`src/rtl/uart_pkg.sv`:
```
// ---------------------------------------------------------------------------
// uart_pkg
// Shared constants for the UART receiver, transmitter and their benches.
//   - Receiver FSM state encoding (3 bits, fixed values so that existing
//     tools and benches that print raw state values keep working).
//   - Parity sense constants.
// ---------------------------------------------------------------------------
package uart_pkg;

    localparam logic [2:0] ST_IDLE    = 3'd0;  // waiting for a start edge
    localparam logic [2:0] ST_DESFASO = 3'd1;  // half-bit offset to mid start bit
    localparam logic [2:0] ST_ESPERO  = 3'd2;  // wait one bit period
    localparam logic [2:0] ST_RECIBO  = 3'd3;  // sample one data bit
    localparam logic [2:0] ST_PARIDAD = 3'd4;  // sample the parity bit
    localparam logic [2:0] ST_FIN     = 3'd5;  // sample a stop bit

    localparam logic PAR_EVEN = 1'b0;
    localparam logic PAR_ODD  = 1'b1;

endpackage

```
`src/rtl/uart_sync2.sv`:
```
// ---------------------------------------------------------------------------
// uart_sync2
// Two-flop synchroniser for an asynchronous, idle-high input.
// Ports:
//   clk   in  system clock
//   reset in  synchronous, active-high; both flops reset to 1 (idle level)
//   d     in  asynchronous input
//   q     out synchronised copy of d, two clk of latency
// ---------------------------------------------------------------------------
module uart_sync2 (
    input  logic clk,
    input  logic reset,
    input  logic d,
    output logic q
);

    logic meta_q;
    logic sync_q;

    always_ff @(posedge clk) begin
        if (reset) begin
            meta_q <= 1'b1;
            sync_q <= 1'b1;
        end else begin
            meta_q <= d;
            sync_q <= meta_q;
        end
    end

    assign q = sync_q;

endmodule

```
`src/rtl/uart_rx_param.sv`:
```
// ---------------------------------------------------------------------------
// uart_rx_param
// Oversampled UART receiver: DBIT data bits (LSB first), optional parity,
// one or two stop bits, OVERSAMPLE ticks per bit, samples at mid-bit.
// Ports:
//   clk        in   system clock
//   reset      in   synchronous, active-high
//   tick       in   oversample enable (OVERSAMPLE pulses per bit)
//   rx         in   asynchronous serial line, idle high
//   d_out      out  last received data word
//   rx_done    out  one-clk pulse when a frame completes
//   parity_err out  parity mismatch on the last frame
//   frame_err  out  a stop bit was sampled low on the last frame
//   break_det  out  frame error with all data and parity bits 0
// ---------------------------------------------------------------------------
module uart_rx_param
    import uart_pkg::*;
#(
    parameter int DBIT       = 8,
    parameter int OVERSAMPLE = 16,
    parameter int PARITY_EN  = 0,
    parameter int PARITY_ODD = 0,
    parameter int STOP_BITS  = 1
) (
    input  logic            clk,
    input  logic            reset,
    input  logic            tick,
    input  logic            rx,
    output logic [DBIT-1:0] d_out,
    output logic            rx_done,
    output logic            parity_err,
    output logic            frame_err,
    output logic            break_det
);

    localparam int SW = $clog2(OVERSAMPLE);
    localparam int NW = $clog2(DBIT + 1);
    localparam logic [SW-1:0] HALF_LAST = SW'(OVERSAMPLE / 2 - 1);
    // ESPERO spends OVERSAMPLE-1 ticks; the sample state adds the last one.
    localparam logic [SW-1:0] WAIT_LAST = SW'(OVERSAMPLE - 2);
    localparam logic [NW-1:0] N_LAST    = NW'(DBIT);
    localparam logic          PAR_SENSE = (PARITY_ODD != 0) ? PAR_ODD : PAR_EVEN;

    logic rx_s;

    uart_sync2 u_sync (
        .clk   (clk),
        .reset (reset),
        .d     (rx),
        .q     (rx_s)
    );

    logic [2:0]      state_q, state_d;
    logic [SW-1:0]   s_q, s_d;
    logic [NW-1:0]   n_q, n_d;
    logic [DBIT-1:0] buffer_q, buffer_d;
    logic            par_taken_q, par_taken_d;    // parity bit already sampled
    logic            stop_taken_q, stop_taken_d;  // first of two stop bits sampled
    logic            par_err_q, par_err_d;        // in-frame parity result
    logic            frm_err_q, frm_err_d;        // in-frame stop-bit result
    logic            ones_q, ones_d;              // any data/parity bit was 1
    logic [DBIT-1:0] d_out_q, d_out_d;
    logic            rx_done_q, rx_done_d;
    logic            parity_err_q, parity_err_d;
    logic            frame_err_q, frame_err_d;
    logic            break_det_q, break_det_d;
    logic            frm_now;

    always_comb begin
        state_d      = state_q;
        s_d          = s_q;
        n_d          = n_q;
        buffer_d     = buffer_q;
        par_taken_d  = par_taken_q;
        stop_taken_d = stop_taken_q;
        par_err_d    = par_err_q;
        frm_err_d    = frm_err_q;
        ones_d       = ones_q;
        d_out_d      = d_out_q;
        rx_done_d    = 1'b0;
        parity_err_d = parity_err_q;
        frame_err_d  = frame_err_q;
        break_det_d  = break_det_q;
        frm_now      = frm_err_q | ~rx_s;

        case (state_q)
            ST_IDLE: begin
                // Start detection is the only tick-independent transition.
                if (!rx_s) begin
                    state_d = ST_DESFASO;
                    s_d     = '0;
                end
            end
            ST_DESFASO: begin
                if (tick) begin
                    if (s_q == HALF_LAST) begin
                        s_d = '0;
                        if (!rx_s) begin
                            state_d      = ST_ESPERO;
                            n_d          = '0;
                            par_taken_d  = 1'b0;
                            stop_taken_d = 1'b0;
                            par_err_d    = 1'b0;
                            frm_err_d    = 1'b0;
                            ones_d       = 1'b0;
                        end else begin
                            state_d = ST_IDLE;  // glitch, not a start bit
                        end
                    end else begin
                        s_d = s_q + SW'(1);
                    end
                end
            end
            ST_ESPERO: begin
                if (tick) begin
                    if (s_q == WAIT_LAST) begin
                        s_d = '0;
                        if (n_q < N_LAST)
                            state_d = ST_RECIBO;
                        else if ((PARITY_EN != 0) && !par_taken_q)
                            state_d = ST_PARIDAD;
                        else
                            state_d = ST_FIN;
                    end else begin
                        s_d = s_q + SW'(1);
                    end
                end
            end
            ST_RECIBO: begin
                if (tick) begin
                    buffer_d = {rx_s, buffer_q[DBIT-1:1]};
                    n_d      = n_q + NW'(1);
                    ones_d   = ones_q | rx_s;
                    state_d  = ST_ESPERO;
                end
            end
            ST_PARIDAD: begin
                if (tick) begin
                    par_err_d   = rx_s ^ (^buffer_q) ^ PAR_SENSE;
                    par_taken_d = 1'b1;
                    ones_d      = ones_q | rx_s;
                    state_d     = ST_ESPERO;
                end
            end
            ST_FIN: begin
                if (tick) begin
                    if ((STOP_BITS == 2) && !stop_taken_q) begin
                        frm_err_d    = frm_now;
                        stop_taken_d = 1'b1;
                        state_d      = ST_ESPERO;
                    end else begin
                        // Publish the whole frame result in one clk.
                        state_d      = ST_IDLE;
                        rx_done_d    = 1'b1;
                        d_out_d      = buffer_q;
                        parity_err_d = par_err_q;
                        frame_err_d  = frm_now;
                        break_det_d  = frm_now & ~ones_q;
                    end
                end
            end
            default: state_d = ST_IDLE;
        endcase
    end

    always_ff @(posedge clk) begin
        if (reset) begin
            state_q      <= ST_IDLE;
            s_q          <= '0;
            n_q          <= '0;
            buffer_q     <= '0;
            par_taken_q  <= 1'b0;
            stop_taken_q <= 1'b0;
            par_err_q    <= 1'b0;
            frm_err_q    <= 1'b0;
            ones_q       <= 1'b0;
            d_out_q      <= '0;
            rx_done_q    <= 1'b0;
            parity_err_q <= 1'b0;
            frame_err_q  <= 1'b0;
            break_det_q  <= 1'b0;
        end else begin
            state_q      <= state_d;
            s_q          <= s_d;
            n_q          <= n_d;
            buffer_q     <= buffer_d;
            par_taken_q  <= par_taken_d;
            stop_taken_q <= stop_taken_d;
            par_err_q    <= par_err_d;
            frm_err_q    <= frm_err_d;
            ones_q       <= ones_d;
            d_out_q      <= d_out_d;
            rx_done_q    <= rx_done_d;
            parity_err_q <= parity_err_d;
            frame_err_q  <= frame_err_d;
            break_det_q  <= break_det_d;
        end
    end

    assign d_out      = d_out_q;
    assign rx_done    = rx_done_q;
    assign parity_err = parity_err_q;
    assign frame_err  = frame_err_q;
    assign break_det  = break_det_q;

endmodule

```
`config.mk`:
```
export PLATFORM = sky130hd
export DESIGN_NAME = uart_rx_param
export DESIGN_NICKNAME = d
export VERILOG_FILES = /design/src/rtl/uart_pkg.sv /design/src/rtl/uart_sync2.sv /design/src/rtl/uart_rx_param.sv
export SDC_FILE = /design/constraint.sdc
export NUM_CORES = 1
export LEC_CHECK = 0
export ABC_AREA = 0
export ABC_CLOCK_PERIOD_IN_PS = 2500
export CORE_MARGIN = 3
export CORE_UTILIZATION = 54
export CTS_BUF_LIST = sky130_fd_sc_hd__clkbuf_4 sky130_fd_sc_hd__clkbuf_8
export DETAILED_ROUTE_END_ITERATION = 16
export GPL_ROUTABILITY_DRIVEN = 0
export GPL_TIMING_DRIVEN = 0
export PLACE_DENSITY = 0.76
export SLEW_MARGIN = 0
export SYNTH_ARGS = -nofsm -noshare
export SYNTH_HDL_FRONTEND = slang
export SYNTH_HIERARCHICAL = 1
export SYNTH_SLANG_ARGS = --single-unit
```
`constraint.sdc`:
```
create_clock -name clk -period 2.5 [get_ports clk]
set_input_delay 0.5 -clock clk [delete_from_list [all_inputs] [get_ports clk]]
set_output_delay 0.5 -clock clk [all_outputs]
set_load 0.05 [all_outputs]
```
# Word-level counts from Yosys, hierarchy flattened
# Index checks and enable logic that the tools add are counted.
dict set report op_classes {
  n_eq_ne 17
  reduce_logical 15
  bitwise 6
  n_addsub 2
  mux 28
  order_cmp 1
}
# op n
set op_table {}
lappend op_table {{2-to-1 mux 4 bit} 8}
lappend op_table {{2-to-1 mux 3 bit} 8}
lappend op_table {{!= test 2 bit (second input constant)} 9}
lappend op_table {{one-hot mux 3 bit (5 select lines)} 1}
lappend op_table {{AND reduction 5 bit} 3}
lappend op_table {{one-hot mux 4 bit (3 select lines)} 1}
lappend op_table {{adder 4 x 1 -> 4 bit (second input constant)} 2}
lappend op_table {{one-hot mux 4 bit (2 select lines)} 1}
lappend op_table {{parity 8 bit} 1}
lappend op_table {{AND reduction 7 bit} 1}
lappend op_table {{== test 3 x 2 -> 1 bit (second input constant)} 2}
lappend op_table {{== test 3 bit (second input constant)} 2}
lappend op_table {{2-to-1 mux 1 bit} 6}
lappend op_table {{nonzero test 2 bit} 3}
lappend op_table {{== test 4 x 3 -> 1 bit (second input constant)} 1}
lappend op_table {{== test 4 bit (second input constant)} 1}
lappend op_table {{less-than comparator 4 bit (second input constant)} 1}
lappend op_table {{one-hot mux 1 bit (2 select lines)} 2}
lappend op_table {{AND reduction 2 bit} 2}
lappend op_table {{AND reduction 4 bit} 1}
lappend op_table {{OR reduction 2 bit} 2}
lappend op_table {{== test 3 x 1 -> 1 bit (second input constant)} 1}
lappend op_table {{zero test 3 bit} 1}
lappend op_table {{NOT 1 bit} 3}
lappend op_table {{6 further kinds} 6}
dict set report word_totals {
  regBits 35
}

# Logic depth before layout (Yosys ltp)
# Gate-level depths: netlist (run 1).
dict set report logic_depth {
  depth_word 5
  depth_mapped 6
}

# Hierarchy
# The synthesis (run 1) kept the hierarchy.
# module cells_each instances area_each_um2
set by_module_without_submodules {}
lappend by_module_without_submodules {uart_rx_param 188 1 1534.0}
lappend by_module_without_submodules {uart_sync2 4 1 52.6}

# Least setup slack after synthesis (run 1)
# OpenSTA, ideal clock, no wires.
dict set report synth_timing {
  path_kind {reg2reg}
  from {register state_q[2]}
  to {register s_q[1]}
  arrival_ps 1582
  stages_incl_launch_ff 6
  setup_slack_ps 848
  path_buffers 1
  cell_sequence {dfxtp_1 buf_6 or3b_4 o22a_1 or4_1 a21oi_1}
}
dict set report synth_between {
  elab_chain_len 3
  word_cells_on_any_way 9
  cone_classes {eq/ne (5); mux (1); reduce/logical (3)}
}
# item line
set synth_lines {}
lappend synth_lines {{start: declaration} uart_rx_param.sv:53} ;# logic [2:0] state_q, state_d;
lappend synth_lines {{start signal: assignment} uart_rx_param.sv:183} ;# state_q <= state_d;
lappend synth_lines {{== test 3 x 1 -> 1 bit (tied with other cells)} uart_rx_param.sv:86} ;# case (state_q)
lappend synth_lines {{!= test 2 bit (no line) / nonzero test 3 bit (equally long branches)} n/a}
lappend synth_lines {{AND reduction 4 bit (no line)} n/a}
lappend synth_lines {{end signal: assignment} uart_rx_param.sv:169} ;# s_q <= '0;
lappend synth_lines {{end signal: assignment} uart_rx_param.sv:184} ;# s_q <= s_d;
lappend synth_lines {{end: declaration} uart_rx_param.sv:54} ;# logic [SW-1:0] s_q, s_d;
# Several ways; a longest one is shown, not always the timed one.
# A chain may end at the register's enable or synchronous reset.

# Worst setup path after layout (run 1)
dict set report layout_timing {
  from {input port tick}
  to {register n_q[3]}
}
dict set report layout_between {
  elab_chain_len 2
  word_cells_on_any_way 3
  cone_classes {eq/ne (2); reduce/logical (1)}
}
# item line
set layout_lines {}
lappend layout_lines {{start: declaration} uart_rx_param.sv:27} ;# input logic tick,
lappend layout_lines {{!= test 2 bit (no line)} n/a}
lappend layout_lines {{AND reduction 5 bit (no line) (*)} n/a}
lappend layout_lines {{end signal: assignment} uart_rx_param.sv:185} ;# n_q <= n_d;
lappend layout_lines {{end: declaration} uart_rx_param.sv:55} ;# logic [NW-1:0] n_q, n_d;
# Mark *: on every way between the ends. The rest lies on a longest branch, timed or not.

==> impl_metrics.csv, run 1 <==
group,metric,value,unit
clocking,cts_buffer_depth,2,
global_route,grt_usage,21.7,%
routing,vias,1425,
routing,first_iter_violations,101,
logic_synthesis,synth-compound-area-share,18.6,%
power,p_leak,0.660,nW
critical_path,startpoint_type,"primary input",
cells_and_area,nNetsFinal,221,
routing,drc,0,
clocking,clk_pin_slew,0.10,ns
cells_and_area,syn_to_final_growth,18.5,%
global_route,grt_pass1_wl,6000,um
critical_path,crit_fanout,10,
clocking,cts_tree,"built",
logic_synthesis,syn_nets,199,
run_status,outcome,"complete, no violations",
logic_synthesis,synthSimpleGateAreaFrac,25.0,%
power,powerDensity,614,nW/um2
global_route,grt_max_degree,12,
job,cap_violations,0,
timing,relSlewSlack,65.5,%
critical_path,critPathSlowestCell,"clkdlybuf4s50_1",
logic_synthesis,syn_area_per_cell,8.26,um2
timing,layout_setup_ws,0.418,ns
floorplan,die_w,60.2,um
cells_and_area,fillers,215,
timing,finClkSkew,0.00724,ns
floorplan,core-area,2780,um2
logic_synthesis,synth_mux_area_share,0,%
timing,max_clock_freq,480,MHz
clocking,root_buffer,"clkbuf_4",
floorplan,core.rowCount,19,
logic_synthesis,synth_fa_ha_area_share,2.37,%
critical_path,crit_family,"buffers and inverters",
timing,worstMarginPinSlew,0.518,ns
logic_synthesis,synth_top_area_share,44.2,%
critical_path,arrival,2.36,ns
cells_and_area,multi_input_area,813,um2
floorplan,die_h,60.2,um
placement,place.detailed.hpwl,2450,um
critical_path,required,2.78,ns
timing,whs,0.416,ns
cells_and_area,mostFrequentLayoutCells,"38 x nand2_1, 35 x dfxtp_1, 28 x a21oi_1",
timing,setup_viol,0,
timing,finalSetupTns,0,ns
placement,numPlacedInstances,238,
logic_synthesis,synth_top_flop_cell,"dfxtp_1",
logic_synthesis,yosys_warnings,6,
global_route,grt-ovfl-total,0,
floorplan,initial_core_util,57.0,%
logic_synthesis,ys_ff_latch,35,
routing,wire_per_inst,14.1,um
logic_synthesis,synth_area_leader_cell,"dfxtp_1",
logic_synthesis,synthArstFlopShare,0,%
timing,maxSlewViolCount,0,
placement,io_buffers,15,
cells_and_area,final_common_cell,"nand2_1",
clocking,clkLatencyLatePin,0.34,ns
critical_path,crit_path_max_incr_delay,0.50,ns
power,ir_drop,0.000519,V
logic_synthesis,syn-cell-area,1590,um2
timing,fin_crit,2.08,ns
routing,wl,3460,um
global_route,antenna_found_initial,0,
clocking,cts_inserted_buffers,5,
routing,vias_per_cell,5.79,
placement,post-place-ws,0.0800,ns
clocking,cts_setup_buffers,0,
routing,antenna_left,0,
floorplan,num_io_pins,16,
clocking,cts_hold_buf,0,
critical_path,endpoint_kind,"flop",
critical_path,path_class,"in -> reg",
critical_path,cp_num_buf_inv,2,
timing,rsz0062_at_grt,"false",
logic_synthesis,synth-xor-area-share,5.28,%
cells_and_area,drive_gt1_share,6.05,%
logic_synthesis,ys_seq_area_share,44.2,%
hold_path,min_path_type,"reg -> reg",
logic_synthesis,synth-edff-count,0,
clocking,h-tree-depth,2,
logic_synthesis,synth_cell_types,43,
cells_and_area,ff_latch_area,701,um2
logic_synthesis,synth_top_family_by_area,"simple AND/OR/NAND/NOR gates",
global_route,first_global_vias,1347,
timing,hold_viol_final,0,
logic_synthesis,synth_area_leaders,"dfxtp_1 44%, nand2_1 9.0%, a21oi_1 8.8%",
routing,dr.pass1.iters,4,
cells_and_area,instances_no_fill,246,
cells_and_area,fin_util,67.6,%
critical_path,crit_chain,"clkdlybuf4s50_1 > and4b_1 > clkbuf_1 > a41oi_1 > or3_1 > a21oi_1",
cells_and_area,diodes,0,
clocking,cts_resized,0,
timing,period_share,83.3,%
floorplan,die-area,3620,um2
clocking,cts_num_sinks,35,
logic_synthesis,synth_cells,192,
==> power breakdown <==
part           switching, mW  internal (mW)  total [mW]
Clock                  0.191          0.323       0.514
Combinational         0.0457         0.0302      0.0759
Sequential           0.00384          0.561       0.565
Total                  0.240          0.915        1.16
==> area by class of cell <==
cell class	count	share of cell area [%]
Inverter	5	0.998
Clock inverter	2	3.19
Tap cell	31	2.06
Multi-Input combinational cell	140	43.2
Timing Repair Buffer	15	7.98
Clock buffer	6	2.40
Sequential cell	35	37.3
Buffer	12	2.86
==> logic make-up (layout without fill, tap and decap cells) <==
family | count (synthesis) | in the layout
AOI/OAI and AO/OA | 49 | 49
xor gates and xnor gates | 8 | 8
adders and majority gates | 3 | 3
and+or+nand+nor | 80 | 80
buffers and inverters | 17 | 40
DFF | 35 | 35
==> state kept, by name (all words and copies together) (netlist names) <==
| name | flops |
|---|---|
| rx_done | 1 |
| state_q | 3 |
| d_out | 8 |
| buffer_q | 8 |
| par_err_q | 1 |
| s_q | 4 |
| parity_err | 1 |
| u_sync/meta_q | 1 |
| break_det | 1 |
| n_q | 4 |
| ones_q | 1 |
| u_sync/q | 1 |
| frame_err | 1 |
==> worst register-to-register path, stage by stage, from the launching register on <==
cell      delay [ns]
dfxtp_1         0.43
and4b_1         0.21
clkbuf_1        0.41
a41oi_1         0.19
or3_1           0.41
a21oi_1         0.15
==> final timing paths <==
path                                    start       end  slack (ns)  cells after the start
worst min-delay path            u_sync/meta_q  u_sync/q        0.42                      1
worst max-delay path                     tick    n_q[3]        0.42                      6
worst max register to register     state_q[1]    n_q[3]        0.65                      5
worst min register to register  u_sync/meta_q  u_sync/q        0.42                      1
==> metrics by stage <==
stage,area (um2),total power [mW]
after floorplan,1590,0.632
after global placement,1780,0.650
after detailed placement,1780,0.652
after CTS,1880,1.16
after global routing,1880,1.19
final,1880,1.16
==> cell usage after synthesis (2+ instances only) <==
library cell,number
ha_1,3
xnor2_1,6
nand4_1,3
clkbuf_1,10
nor2_1,13
a21oi_1,28
inv_1,5
nor3_1,3
a211oi_1,2
dfxtp_1,35
or3_1,2
o21ai_0,6
nand2_1,38
nand4b_1,2
nor4b_1,2
a41oi_1,2
or2_1,2
nand3_1,4
nor3b_1,2
==> metal layers <==
| metal | global-route usage, % | part of all wire, % |
|---|---|---|
| met3 | 4.97 | 4.2 |
| met2 | 34.7 | 48 |
| met4 | 8.54 | 1.5 |
| met1 | 28.0 | 47 |
| met5 | 0 | 0 |
No activity file was read; power rests on OpenSTA's default activity.
==> run 2, diff against run 1 <==
Settings changed: ABC_CLOCK_PERIOD_IN_PS 2500 to 1900, CORE_UTILIZATION 54 to 52, PLACE_DENSITY 0.76 to 0.77.
Clock period 2.5 ns to 1.9 ns, I/O delays scaled along.
==> impl_metrics.csv, run 2 (synthesized netlist as in run 1, its figures left out) <==
group,metric,value,unit
power,ir_drop,0.000656,V
clocking,cts_inserted_buffers,5,
job,cap_violations,0,
power,p_leak,0.757,nW
critical_path,critPathSlowestCell,"clkdlybuf4s50_1",
timing,worstMarginPinSlew,0.521,ns
clocking,clkLatencyLatePin,0.34,ns
clocking,clk_pin_slew,0.11,ns
timing,fin_crit,1.87,ns
run_status,outcome,"complete, no violations",
floorplan,initial_core_util,56.1,%
global_route,grt_max_degree,12,
placement,io_buffers,15,
timing,setup_viol,0,
global_route,grt_pass1_wl,5470,um
hold_path,min_path_type,"reg -> reg",
global_route,grt-ovfl-total,0,
critical_path,crit_chain,"clkdlybuf4s50_1",
timing,max_clock_freq,536,MHz
critical_path,crit_family,"buffers and inverters",
power,powerDensity,799,nW/um2
critical_path,crit_fanout,2,
clocking,h-tree-depth,2,
power,share_seq_of_total_power,48.9,%
cells_and_area,multi_input_area,826,um2
clocking,root_buffer,"clkbuf_4",
cells_and_area,instances_no_fill,245,
global_route,grt_usage,19.7,%
timing,maxSlewViolCount,0,
floorplan,die_w,61.2,um
floorplan,die_h,61.2,um
timing,finalSetupTns,0,ns
global_route,first_global_vias,1260,
power,p_sw_share,20.7,%
routing,wire_per_inst,13.9,um
routing,first_iter_violations,56,
clocking,cts_hold_buf,0,
power,p_comb_share,6.8,%
critical_path,cp_num_buf_inv,1,
routing,drc,0,
critical_path,path_class,"reg -> out",
power,total_power,1.52,mW
cells_and_area,final_common_cell,"nand2_1",
critical_path,crit_path_max_incr_delay,0.80,ns
placement,place.detailed.hpwl,2470,um
routing,vias_per_cell,5.80,
cells_and_area,nNetsFinal,220,
placement,numPlacedInstances,238,
power,internal_power,1.20,mW
timing,finClkSkew,0.0116,ns
critical_path,required,1.52,ns
timing,relSlewSlack,65.3,%
timing,hold_viol_final,0,
cells_and_area,fin_util,67.3,%
routing,vias,1421,
timing,whs,0.422,ns
clocking,cts_num_sinks,35,
critical_path,arrival,1.49,ns
critical_path,startpoint_type,"flop",
floorplan,num_io_pins,16,
clocking,cts_tree,"built",
routing,dr.pass1.iters,4,
timing,rsz0062_at_grt,"true",
clocking,cts_buffer_depth,2,
routing,antenna_left,0,
floorplan,core-area,2830,um2
cells_and_area,syn_to_final_growth,20.0,%
global_route,antenna_found_initial,0,
power,clockPowerShare,44.2,%
routing,wl,3400,um
cells_and_area,ff_latch_area,701,um2
cells_and_area,mostFrequentLayoutCells,"38 x nand2_1, 35 x dfxtp_1, 28 x a21oi_1",
floorplan,core.rowCount,19,
critical_path,endpoint_kind,"primary output",
power,p_switching,0.315,mW
floorplan,die-area,3750,um2
cells_and_area,fillers,229,
timing,period_share,98.2,%
cells_and_area,drive_gt1_share,7.48,%
cells_and_area,diodes,0,
run 2: cell types whose count changed in the layout (fill, tap and decap cells not counted), sizes merged:
cell / delta
clkdlybuf4s50: -5
dlymetal6s2s: +5
clkbuf: -1
run 2: through the flow:
step           worst slack [ns]  cell area (um2)
2_1_floorplan             0.248             1590
3_3_place_gp             -0.287             1780
3_5_place_dp             -0.360             1780
4_1_cts                  0.0172             1880
5_1_grt                 -0.0113             1900
6_report                 0.0333             1900
run 2: metal layers:
metal	up-vias	GRT usage, %	wire length (um)
li1	713	-	-
met4	0	8.98	79
met5	-	0	0
met3	11	4.19	188
met1	655	24.9	1590
met2	42	32.0	1550
run 2: area by class of cell:
type | instances | area share, %
clock inverters | 2 | 3.16
plain buffers | 11 | 2.70
inverters | 5 | 0.986
clock buffers | 6 | 2.37
repair buffers | 15 | 8.55
well taps | 31 | 2.04
flip-flops and latches | 35 | 36.8
multi-input cells | 140 | 43.4
run 2: final timing paths:
path,slack [ns],start,endpoint,depth (start not counted)
worst min register to register,0.42,u_sync/meta_q,u_sync/q,1
worst max-delay path,0.03,frame_err,frame_err,1
worst max register to register,0.12,state_q[2],s_q[1],5
worst min-delay path,0.42,u_sync/meta_q,u_sync/q,1
run 2: timing repair:
item	4_1_cts	5_1_grt
pin swaps	0	0
endpoints found under the setup margin	1	21
resized for setup	0	9
buffers inserted	0	0
gates cloned	0	0
run 2: power by group through the flow:
stage	Combinational, mW	Sequential, mW	Clock [mW]
2_1_floorplan	0.0723	0.759	0
3_3_place_gp	0.0940	0.760	0
3_5_place_dp	0.0975	0.760	0
4_1_cts	0.0988	0.744	0.679
5_1_grt	0.115	0.745	0.708
6_report	0.104	0.744	0.672
